==> src/rtl/light_instr_parser.sv <==
`default_nettype none
// +--------------------------------------------------------------------------+
// | light_instr_parser: ASCII light-puzzle lines -> packed command words.    |
// | Optional: PARSER_ERR_COUNT_EN enables the malformed-line counter.        |
// | Revision: 1.0                                                            |
// +--------------------------------------------------------------------------+
module light_instr_parser #(
    parameter int POSITION_BITS     = 12,
    parameter int INSTRUCTION_WIDTH = 50,
    parameter int ERR_CNT_WIDTH     = 16
) (
    input  logic                         clk,
    input  logic                         reset,
    input  logic                         in_valid,
    output logic                         in_ready,
    input  logic [7:0]                   in_data,
    input  logic                         in_last,
    output logic                         instr_valid,
    input  logic                         instr_ready,
    output logic [INSTRUCTION_WIDTH-1:0] instr_data,
    output logic                         instr_last,
    output logic                         parse_done,
    output logic [ERR_CNT_WIDTH-1:0]     err_count
);

    typedef enum logic [2:0] {
        S_OP    = 3'd0,
        S_NUM   = 3'd1,
        S_SEP   = 3'd2,
        S_FLUSH = 3'd3,
        S_DONE  = 3'd4
    } state_t;

    state_t                         state_q, state_d;
    logic                           ready_en_q;
    logic                           saw_g_q, saw_g_d, saw_f_q, saw_f_d;
    logic                           has_letter_q, has_letter_d;
    logic [2:0]                     cnt_q, cnt_d;
    logic [POSITION_BITS-1:0]       cur_q, cur_d;
    logic [POSITION_BITS-1:0]       fld_q [4];
    logic [POSITION_BITS-1:0]       fld_d [4];
    logic                           pend_valid_q, pend_valid_d;
    logic [INSTRUCTION_WIDTH-1:0]   pend_data_q, pend_data_d;
    logic                           out_valid_q, out_valid_d;
    logic [INSTRUCTION_WIDTH-1:0]   out_data_q, out_data_d;
    logic                           out_last_q, out_last_d;
    logic                           done_q, done_d;

    logic                           w_accept, w_digit, w_alpha, w_cr, w_nl;
    logic                           w_in_num, w_cont, w_line_end, w_fin;
    logic                           w_has_letter, w_g, w_f, w_line_valid;
    logic [1:0]                     w_op;
    logic [2:0]                     w_cnt_fin;
    logic [POSITION_BITS-1:0]       w_new_cur;
    logic [INSTRUCTION_WIDTH-1:0]   w_word;

    assign in_ready = ready_en_q && (state_q != S_FLUSH) && (state_q != S_DONE)
                      && !(pend_valid_q && out_valid_q);

    assign w_accept   = in_valid && in_ready;
    assign w_digit    = (in_data >= 8'h30) && (in_data <= 8'h39);
    assign w_alpha    = ((in_data >= 8'h61) && (in_data <= 8'h7a)) ||
                        ((in_data >= 8'h41) && (in_data <= 8'h5a));
    assign w_cr       = (in_data == 8'h0d);
    assign w_nl       = (in_data == 8'h0a);
    assign w_in_num   = (state_q == S_NUM);
    // '\r' is transparent: it neither extends nor ends a digit run.
    assign w_cont     = w_digit || (w_cr && w_in_num);
    assign w_line_end = w_nl || in_last;
    assign w_fin      = (w_in_num && !w_cont) || (w_cont && w_line_end);
    assign w_new_cur  = !w_digit ? cur_q :
                        w_in_num ? ((cur_q << 3) + (cur_q << 1) +
                                    {{(POSITION_BITS-4){1'b0}}, in_data[3:0]})
                                 : {{(POSITION_BITS-4){1'b0}}, in_data[3:0]};
    assign w_cnt_fin  = !w_fin ? cnt_q : (cnt_q == 3'd5) ? 3'd5 : cnt_q + 3'd1;
    assign w_has_letter = has_letter_q || w_alpha;
    assign w_g        = saw_g_q || ((state_q == S_OP) && (in_data == 8'h67));
    assign w_f        = saw_f_q || ((state_q == S_OP) && (in_data == 8'h66));
    assign w_op       = w_g ? 2'b01 : w_f ? 2'b00 : 2'b11;
    assign w_line_valid = w_line_end && (w_cnt_fin == 3'd4);

    always_comb begin
        state_d      = state_q;
        saw_g_d      = saw_g_q;
        saw_f_d      = saw_f_q;
        has_letter_d = has_letter_q;
        cnt_d        = cnt_q;
        cur_d        = cur_q;
        fld_d        = fld_q;
        pend_valid_d = pend_valid_q;
        pend_data_d  = pend_data_q;
        out_valid_d  = out_valid_q;
        out_data_d   = out_data_q;
        out_last_d   = out_last_q;
        done_d       = done_q;

        if (out_valid_q && instr_ready) begin
            out_valid_d = 1'b0;
            if (out_last_q)
                done_d = 1'b1;
        end

        if (w_fin && (cnt_q < 3'd4))
            fld_d[cnt_q[1:0]] = w_new_cur;
        w_word = {w_op, fld_d[0], fld_d[1], fld_d[2], fld_d[3]};

        if (w_accept) begin
            if (w_line_end) begin
                cnt_d        = 3'd0;
                cur_d        = '0;
                saw_g_d      = 1'b0;
                saw_f_d      = 1'b0;
                has_letter_d = 1'b0;
                state_d      = in_last ? S_FLUSH : S_OP;
                if (w_line_valid) begin
                    // Lookahead: an older pending command can now go out, never last.
                    if (pend_valid_q) begin
                        out_valid_d = 1'b1;
                        out_data_d  = pend_data_q;
                        out_last_d  = 1'b0;
                    end
                    pend_valid_d = 1'b1;
                    pend_data_d  = w_word;
                end
            end else begin
                cnt_d        = w_cnt_fin;
                cur_d        = w_new_cur;
                saw_g_d      = w_g;
                saw_f_d      = w_f;
                has_letter_d = w_has_letter;
                state_d      = w_cont ? S_NUM : (state_q == S_OP) ? S_OP : S_SEP;
            end
        end else if (state_q == S_FLUSH) begin
            if (!pend_valid_q) begin
                state_d = S_DONE;
                done_d  = 1'b1;
            end else if (!out_valid_q || instr_ready) begin
                out_valid_d  = 1'b1;
                out_data_d   = pend_data_q;
                out_last_d   = 1'b1;
                pend_valid_d = 1'b0;
                state_d      = S_DONE;
            end
        end
    end

    always_ff @(posedge clk) begin
        if (reset) begin
            state_q      <= S_OP;
            ready_en_q   <= 1'b0;
            saw_g_q      <= 1'b0;
            saw_f_q      <= 1'b0;
            has_letter_q <= 1'b0;
            cnt_q        <= 3'd0;
            cur_q        <= '0;
            fld_q        <= '{default: '0};
            pend_valid_q <= 1'b0;
            pend_data_q  <= '0;
            out_valid_q  <= 1'b0;
            out_data_q   <= '0;
            out_last_q   <= 1'b0;
            done_q       <= 1'b0;
        end else begin
            state_q      <= state_d;
            ready_en_q   <= 1'b1;
            saw_g_q      <= saw_g_d;
            saw_f_q      <= saw_f_d;
            has_letter_q <= has_letter_d;
            cnt_q        <= cnt_d;
            cur_q        <= cur_d;
            fld_q        <= fld_d;
            pend_valid_q <= pend_valid_d;
            pend_data_q  <= pend_data_d;
            out_valid_q  <= out_valid_d;
            out_data_q   <= out_data_d;
            out_last_q   <= out_last_d;
            done_q       <= done_d;
        end
    end

    assign instr_valid = out_valid_q;
    assign instr_data  = out_data_q;
    assign instr_last  = out_last_q;
    assign parse_done  = done_q;

`ifdef PARSER_ERR_COUNT_EN
    logic                     w_line_bad;
    logic [ERR_CNT_WIDTH-1:0] err_q, err_d;

    // Empty lines (no numbers, no letters) are not errors.
    assign w_line_bad = w_line_end && (w_cnt_fin != 3'd4) &&
                        !((w_cnt_fin == 3'd0) && !w_has_letter);

    always_comb begin
        err_d = err_q;
        if (w_accept && w_line_bad && (err_q != {ERR_CNT_WIDTH{1'b1}}))
            err_d = err_q + 1'b1;
    end

    always_ff @(posedge clk) begin
        if (reset)
            err_q <= '0;
        else
            err_q <= err_d;
    end

    assign err_count = err_q;
`else
    assign err_count = '0;
`endif

endmodule
`default_nettype wire

==> config.mk <==
export PLATFORM = sky130hd
export DESIGN_NAME = light_instr_parser
export DESIGN_NICKNAME = d
export VERILOG_FILES = /design/src/rtl/light_instr_parser.sv
export SDC_FILE = /design/constraint.sdc
export NUM_CORES = 1
export LEC_CHECK = 0
export BUFFER_PORTS_ARGS = -buffer_cell sky130_fd_sc_hd__buf_2
export CORE_MARGIN = 2
export CORE_UTILIZATION = 50
export DETAILED_ROUTE_END_ITERATION = 12
export PLACE_DENSITY = 0.84
export SLEW_MARGIN = 20
export SYNTH_ARGS = -nofsm -noshare
export SYNTH_HDL_FRONTEND = slang
export SYNTH_SLANG_ARGS = --single-unit
==> constraint.sdc <==
create_clock -name clk -period 3.05 [get_ports clk]
set_input_delay 0.305 -clock clk [delete_from_list [all_inputs] [get_ports clk]]
set_output_delay 0.305 -clock clk [all_outputs]
set_load 0.05 [all_outputs]
# After elaboration in Yosys (flattened, before gate mapping)
# Index checks and enable logic that the tools add are counted.
[totals] reg_bits=173 latchBits=0 mem_bits_rw=0 mem_bits_ro=0 in_bits=13 output_inout_bits=70 word_cells=127 mem_count=0
[op_classes] add_sub_neg=3 mul=0 n_div=0 order_cmp=5 eq_ne=14 shift=0 mux=56 n_bitwise=1 reduce_logical=32
[op_table] operator="$mux 50" count=7
[op_table] operator="$bwmux 48" count=1
[op_table] operator="$mux 12" count=4
[op_table] operator="$mux 48" count=1
[op_table] operator="$mux 1" count=29
[op_table] operator="$demux 12 s2" count=1
[op_table] operator="$mux 3" count=7
[op_table] operator="$eq 8x4->1 const B" count=2
[op_table] operator="$eq 8x7->1 const B" count=2
[op_table] operator="$logic_and 1x1->1" count=15
[op_table] operator="$add 12x12->12" count=1
[op_table] operator="$add 12x4->12" count=1
[op_table] operator="$mux 2" count=6
[op_table] operator="$ge 8x6->1 const B" count=1
[op_table] operator="$le 8x6->1 const B" count=1
[op_table] operator="$eq 3x3->1 const B" count=2
[op_table] operator="$logic_or 1x1->1" count=6
[op_table] operator="$reduce_and 3->1" count=2
[op_table] operator="$reduce_and 6->1" count=1
[op_table] operator="$reduce_bool 2->1" count=3
[op_table] operator="$ne 2x1->1 const B" count=2
[op_table] operator="$add 3x1->3 const B" count=1
[op_table] operator="$eq 3x1->1 const B" count=1
[op_table] operator="$eq 3x2->1 const B" count=1
[op_table] operator="11 further kinds" count=13

# Depth between registers and ports, before layout
[depth] ltp_word=12 ltp_mapped=10

# Worst setup path after synthesis
# No wires, ideal clock.
[synth_path] kind="flip-flop to flip-flop" start="register cur_q[0]" end="register fld_q[11] in the netlist's numbering" setup_ns=0.146 arrival_ns=2.766 setup_slack_ns=0.138 stages_incl_launch_ff=10 path_buffers=0 synth_period_minus_slack_ns=2.912 cell_sequence="dfxtp_1 > inv_1 > fa_1 > inv_1 > ha_1 > a21oi_1 > o22ai_1 > or4b_2 > a311oi_1 > a211oi_1"
[synth_between] elab_chain_len=6
[synth_lines] element="start, declared" line_no="39" text="logic [POSITION_BITS-1:0] cur_q, cur_d;"
[synth_lines] element="start signal, assigned" line_no="170" text="cur_q <= cur_d;"
[synth_lines] element="$add 12x12->12" line_no="72" text="w_in_num ? ((cur_q << 3) + (cur_q << 1) +"
[synth_lines] element="$add 12x4->12" line_no="72"
[synth_lines] element="$mux 12" line_no="72"
[synth_lines] element="$mux 12" line_no="71" text="assign w_new_cur = !w_digit ? cur_q :"
[synth_lines] element="$bwmux 48" line_no="104" text="fld_d[cnt_q[1:0]] = w_new_cur;"
[synth_lines] element="$mux 48" line_no="103" text="if (w_fin && (cnt_q < 3'd4))"
[synth_lines] element="end signal, assigned" line_no="171" text="fld_q <= fld_d;"
[synth_lines] element="end, declared" line_no="40" text="logic [POSITION_BITS-1:0] fld_q [4];"
# Every way passes these cells.
# A chain may end at the register's enable or synchronous reset.

# Worst setup path in the final report
[layout_path] start="register cur_q[0]" end="register pend_data_q[8]"
[layout_between] elab_chain_len=6
[layout_lines] element="$add 12x12->12" line_no="72"
[layout_lines] element="$add 12x4->12" line_no="72"
[layout_lines] element="$mux 12" line_no="72"
[layout_lines] element="$mux 12" line_no="71"
[layout_lines] element="$bwmux 48" line_no="104"
[layout_lines] element="$mux 48" line_no="103"
[layout_lines] element="end signal, assigned" line_no="173" text="pend_data_q <= pend_data_d;"
[layout_lines] element="end, declared" line_no="43" text="logic [INSTRUCTION_WIDTH-1:0] pend_data_q, pend_data_d;"
# Every way passes these cells.

==> out/qor.txt <==
DR iter-0 viols -> 450
# DRC -> 0
Die area -> 15,700 µm²
Post-CTS Setup Bufs -> 0
Antenna-violating nets left -> 0
Leak -> 3.31 nW
Crit start category -> flip-flop
Critical Path Fanout Max -> 5
Initial antenna violation count -> 0
Delay-heaviest family, CP -> adder cells
Final count of pins violating max slew -> 0
WP buf/inv -> 3
# clock sinks -> 173
I/O pins -> 83
First-pass GRT wire length -> 27,200 µm
CTS Hold Bufs -> 0
Vias in the first global route -> 5,594
Post-synth EDFFs -> 0
Pin count of the biggest net entering global routing -> 62
# placed instances -> 1,018
Slew margin rel. -> 0.293
Main area contributors after synthesis -> dfxtp_1, mux2i_1, nand2_1, nor2_1, a211oi_1
Clock Path Buffers -> 2
Die Height -> 125 µm
Async SR Flop Fraction -> 0
FP Rows -> 44
TritonRoute pass-1 iters -> 5
Total Routing Usage GR -> 0.213
Routed vias -> 5,791
TritonCTS clock tree -> built
Antenna Cells -> 0
Post-synth top area share -> 0.470
Global placer's final weighted congestion -> 0.860
Slew of the pin with the lowest slew margin -> 1.05 ns
Seq/Total Area, Yosys -> 0.470
Die width -> 125 µm
Synth area leader -> dfxtp_1
Status -> finished, final reports clean
Cts bufs inserted -> 17
Crit-path cells -> inv_1 -> fa_1 -> buf_4 -> fa_1 -> nor2b_1 -> o2111ai_2 -> and4_1 -> o41ai_1 -> buf_4 -> mux2i_1 -> o22ai_1
Crit-path slowest cell -> fa_1
Endpoints failing hold -> 0
Period utilisation layout -> 0.957
Total negative slack -> 0 ns
CTS root buf -> clkbuf_16
Clock transition at path regs -> 0.06 ns
Htree depth -> 4
Via/cell ratio -> 5.52
Ratio of cells with drive above 1 in the final layout -> 0.166
P&R area growth vs syn -> 13.8%
Layout Cells excl Fill -> 1,049
Yosys reg bits -> 173
Worst min path class -> in -> reg
Synth warn -> 0
P per Cell Area -> 547 nW/µm²
Crit path largest cell delay -> 0.47 ns
Final setup viols -> 0
Initial core utilization -> 0.508
Crit path DAT -> 3.26 ns
Routed wire length -> 16,200 µm
Buffers on Ports -> 66
Final min period -> 2.92 ns
Count of cell types in the netlist -> 65
Syn_area_per_cell -> 9.27 µm²
WP data required -> 3.39 ns
Clk_lat worst skew -> 0.42 ns
Primary FF master, synth -> dfxtp_1
Crit Path Class -> reg -> reg
F_max -> 343 MHz
Nets -> 886
Max cap viols -> 0
Max VDD drop -> 489 µV
Cell Area, Synth -> 7360 µm²
Synth Instances -> 794
Core Footprint -> 14,500 µm²
Worst clock skew -> 0.00634 ns
Critical path endpoint category -> flip-flop
Avg WL per Cell -> 15.5 µm
Dpl hpwl -> 10,900 µm
Total gr overflow -> 0
## layer usage
metal  vias up  share of wire  wire length [µm]  track usage
met2       122           0.47              7640        0.350
met3        26          0.046               751       0.0620
met1      2775           0.46              7550        0.269
li1       2868              -                 -            -
met4         0          0.019               303       0.0719
met5         -              0                 0            0
## flip-flops by register name, summed over array words and instances, names as in the netlist
register	flops
saw_f_q	1
cnt_q	3
cur_q	12
saw_g_q	1
fld_q	48
instr_last	1
pend_valid_q	1
state_q	3
instr_valid	1
parse_done	1
pend_data_q	50
ready_en_q	1
instr_data	50
## path summary, 6_finish.rpt
kind | slack [ns] | end | from | cells past startpoint
worst max-delay path | 0.13 | pend_data_q[8] | cur_q[0] | 11
worst min-delay path | 0.16 | saw_f_q | reset | 2
worst max register to register | 0.13 | pend_data_q[8] | cur_q[0] | 11
worst min register to register | 0.45 | cur_q[11] | cur_q[11] | 2
## stage by stage
stage          total power (W)  area [µm²]  hold slack [ns]  setup WS, ns  utilization
2_1_floorplan          0.00249        7420            0.417         0.138            -
3_3_place_gp           0.00252        7780            0.427        0.0654        0.537
3_5_place_dp           0.00253        7780            0.437      -0.00749        0.537
4_1_cts                0.00459        8360            0.147        0.0518        0.577
5_1_grt                0.00472        8380            0.155       -0.0154        0.578
6_report               0.00458        8380            0.163         0.131        0.578
## where the power goes
group	internal, W	total [W]	switching, W
Clock	0.00124	0.00210	0.000861
Combinational	0.0000466	0.000203	0.000156
Sequential	0.00227	0.00227	0.00000608
## cells by family (layout without fill, tap and decap cells)
group | Yosys count | count (layout) | synth area share
and+or+nand+nor | 284 | 284 | 0.172
DFF | 173 | 173 | 0.470
AOI/OAI and AO/OA | 140 | 140 | 0.133
buffers and inverters | 87 | 143 | 0.0665
muxes | 84 | 84 | 0.115
adders and majority gates | 20 | 20 | 0.0360
other | 1 | 16 | 0.000509
xor gates and xnor gates | 5 | 5 | 0.00595
## cell usage after synthesis, drive strengths merged, types with 18 or more instances
| library cell | count |
|---|---|
| dfxtp | 173 |
| nor2 | 89 |
| buf | 36 |
| ha | 18 |
| a211oi | 30 |
| inv | 20 |
| nor3 | 22 |
| nand2 | 123 |
| mux2i | 83 |
| o22ai | 18 |
| clkbuf | 31 |
| a21oi | 18 |
| o21ai | 24 |
## placed cells by master (no fill, tap or decap), drive strengths merged, types with 2 or more instances in the layout
cell    Yosys  final
nor4        2      2
nand4       2      2
nand3      14     14
nand2     123    123
nor3       22     22
a221oi      2      2
a22o       11     11
or4         2      2
and2        5      5
fa          2      2
o32ai       3      3
and3b       2      2
conb        1     16
o41ai       3      3
a32o        2      2
nand2b      2      2
nor2       89     89
or3         4      4
xnor2       4      4
o21ai      24     24
a31oi       5      5
inv        20     19
mux2i      83     83
o31ai       2      2
a21o        4      4
ha         18     18
clkbuf     31     20
a211oi     30     30
dfxtp     173    173
o22ai      18     18
buf        36     92
bufinv      0      2
a21oi      18     18
a41oi       4      4
a311oi      5      5
clkinv      0      9
nor2b       7      7
nor3b       5      5
## repair_timing
item,4_1_cts,5_1_grt
endpoints found under the setup margin,0,12
hold endpoints to repair,0,0
gates resized for setup,0,5
## final cells by class
cell class / count / area, µm²
inverter: 20 / 76.3
sequential: 173 / 3470
clock buffer: 20 / 457
tap: 184 / 230
multi-input combinational: 549 / 3490
timing repair buffer: 92 / 538
clock inverter: 11 / 119
fill: 1257 / 6100
(Power assumes the default switching activity.)
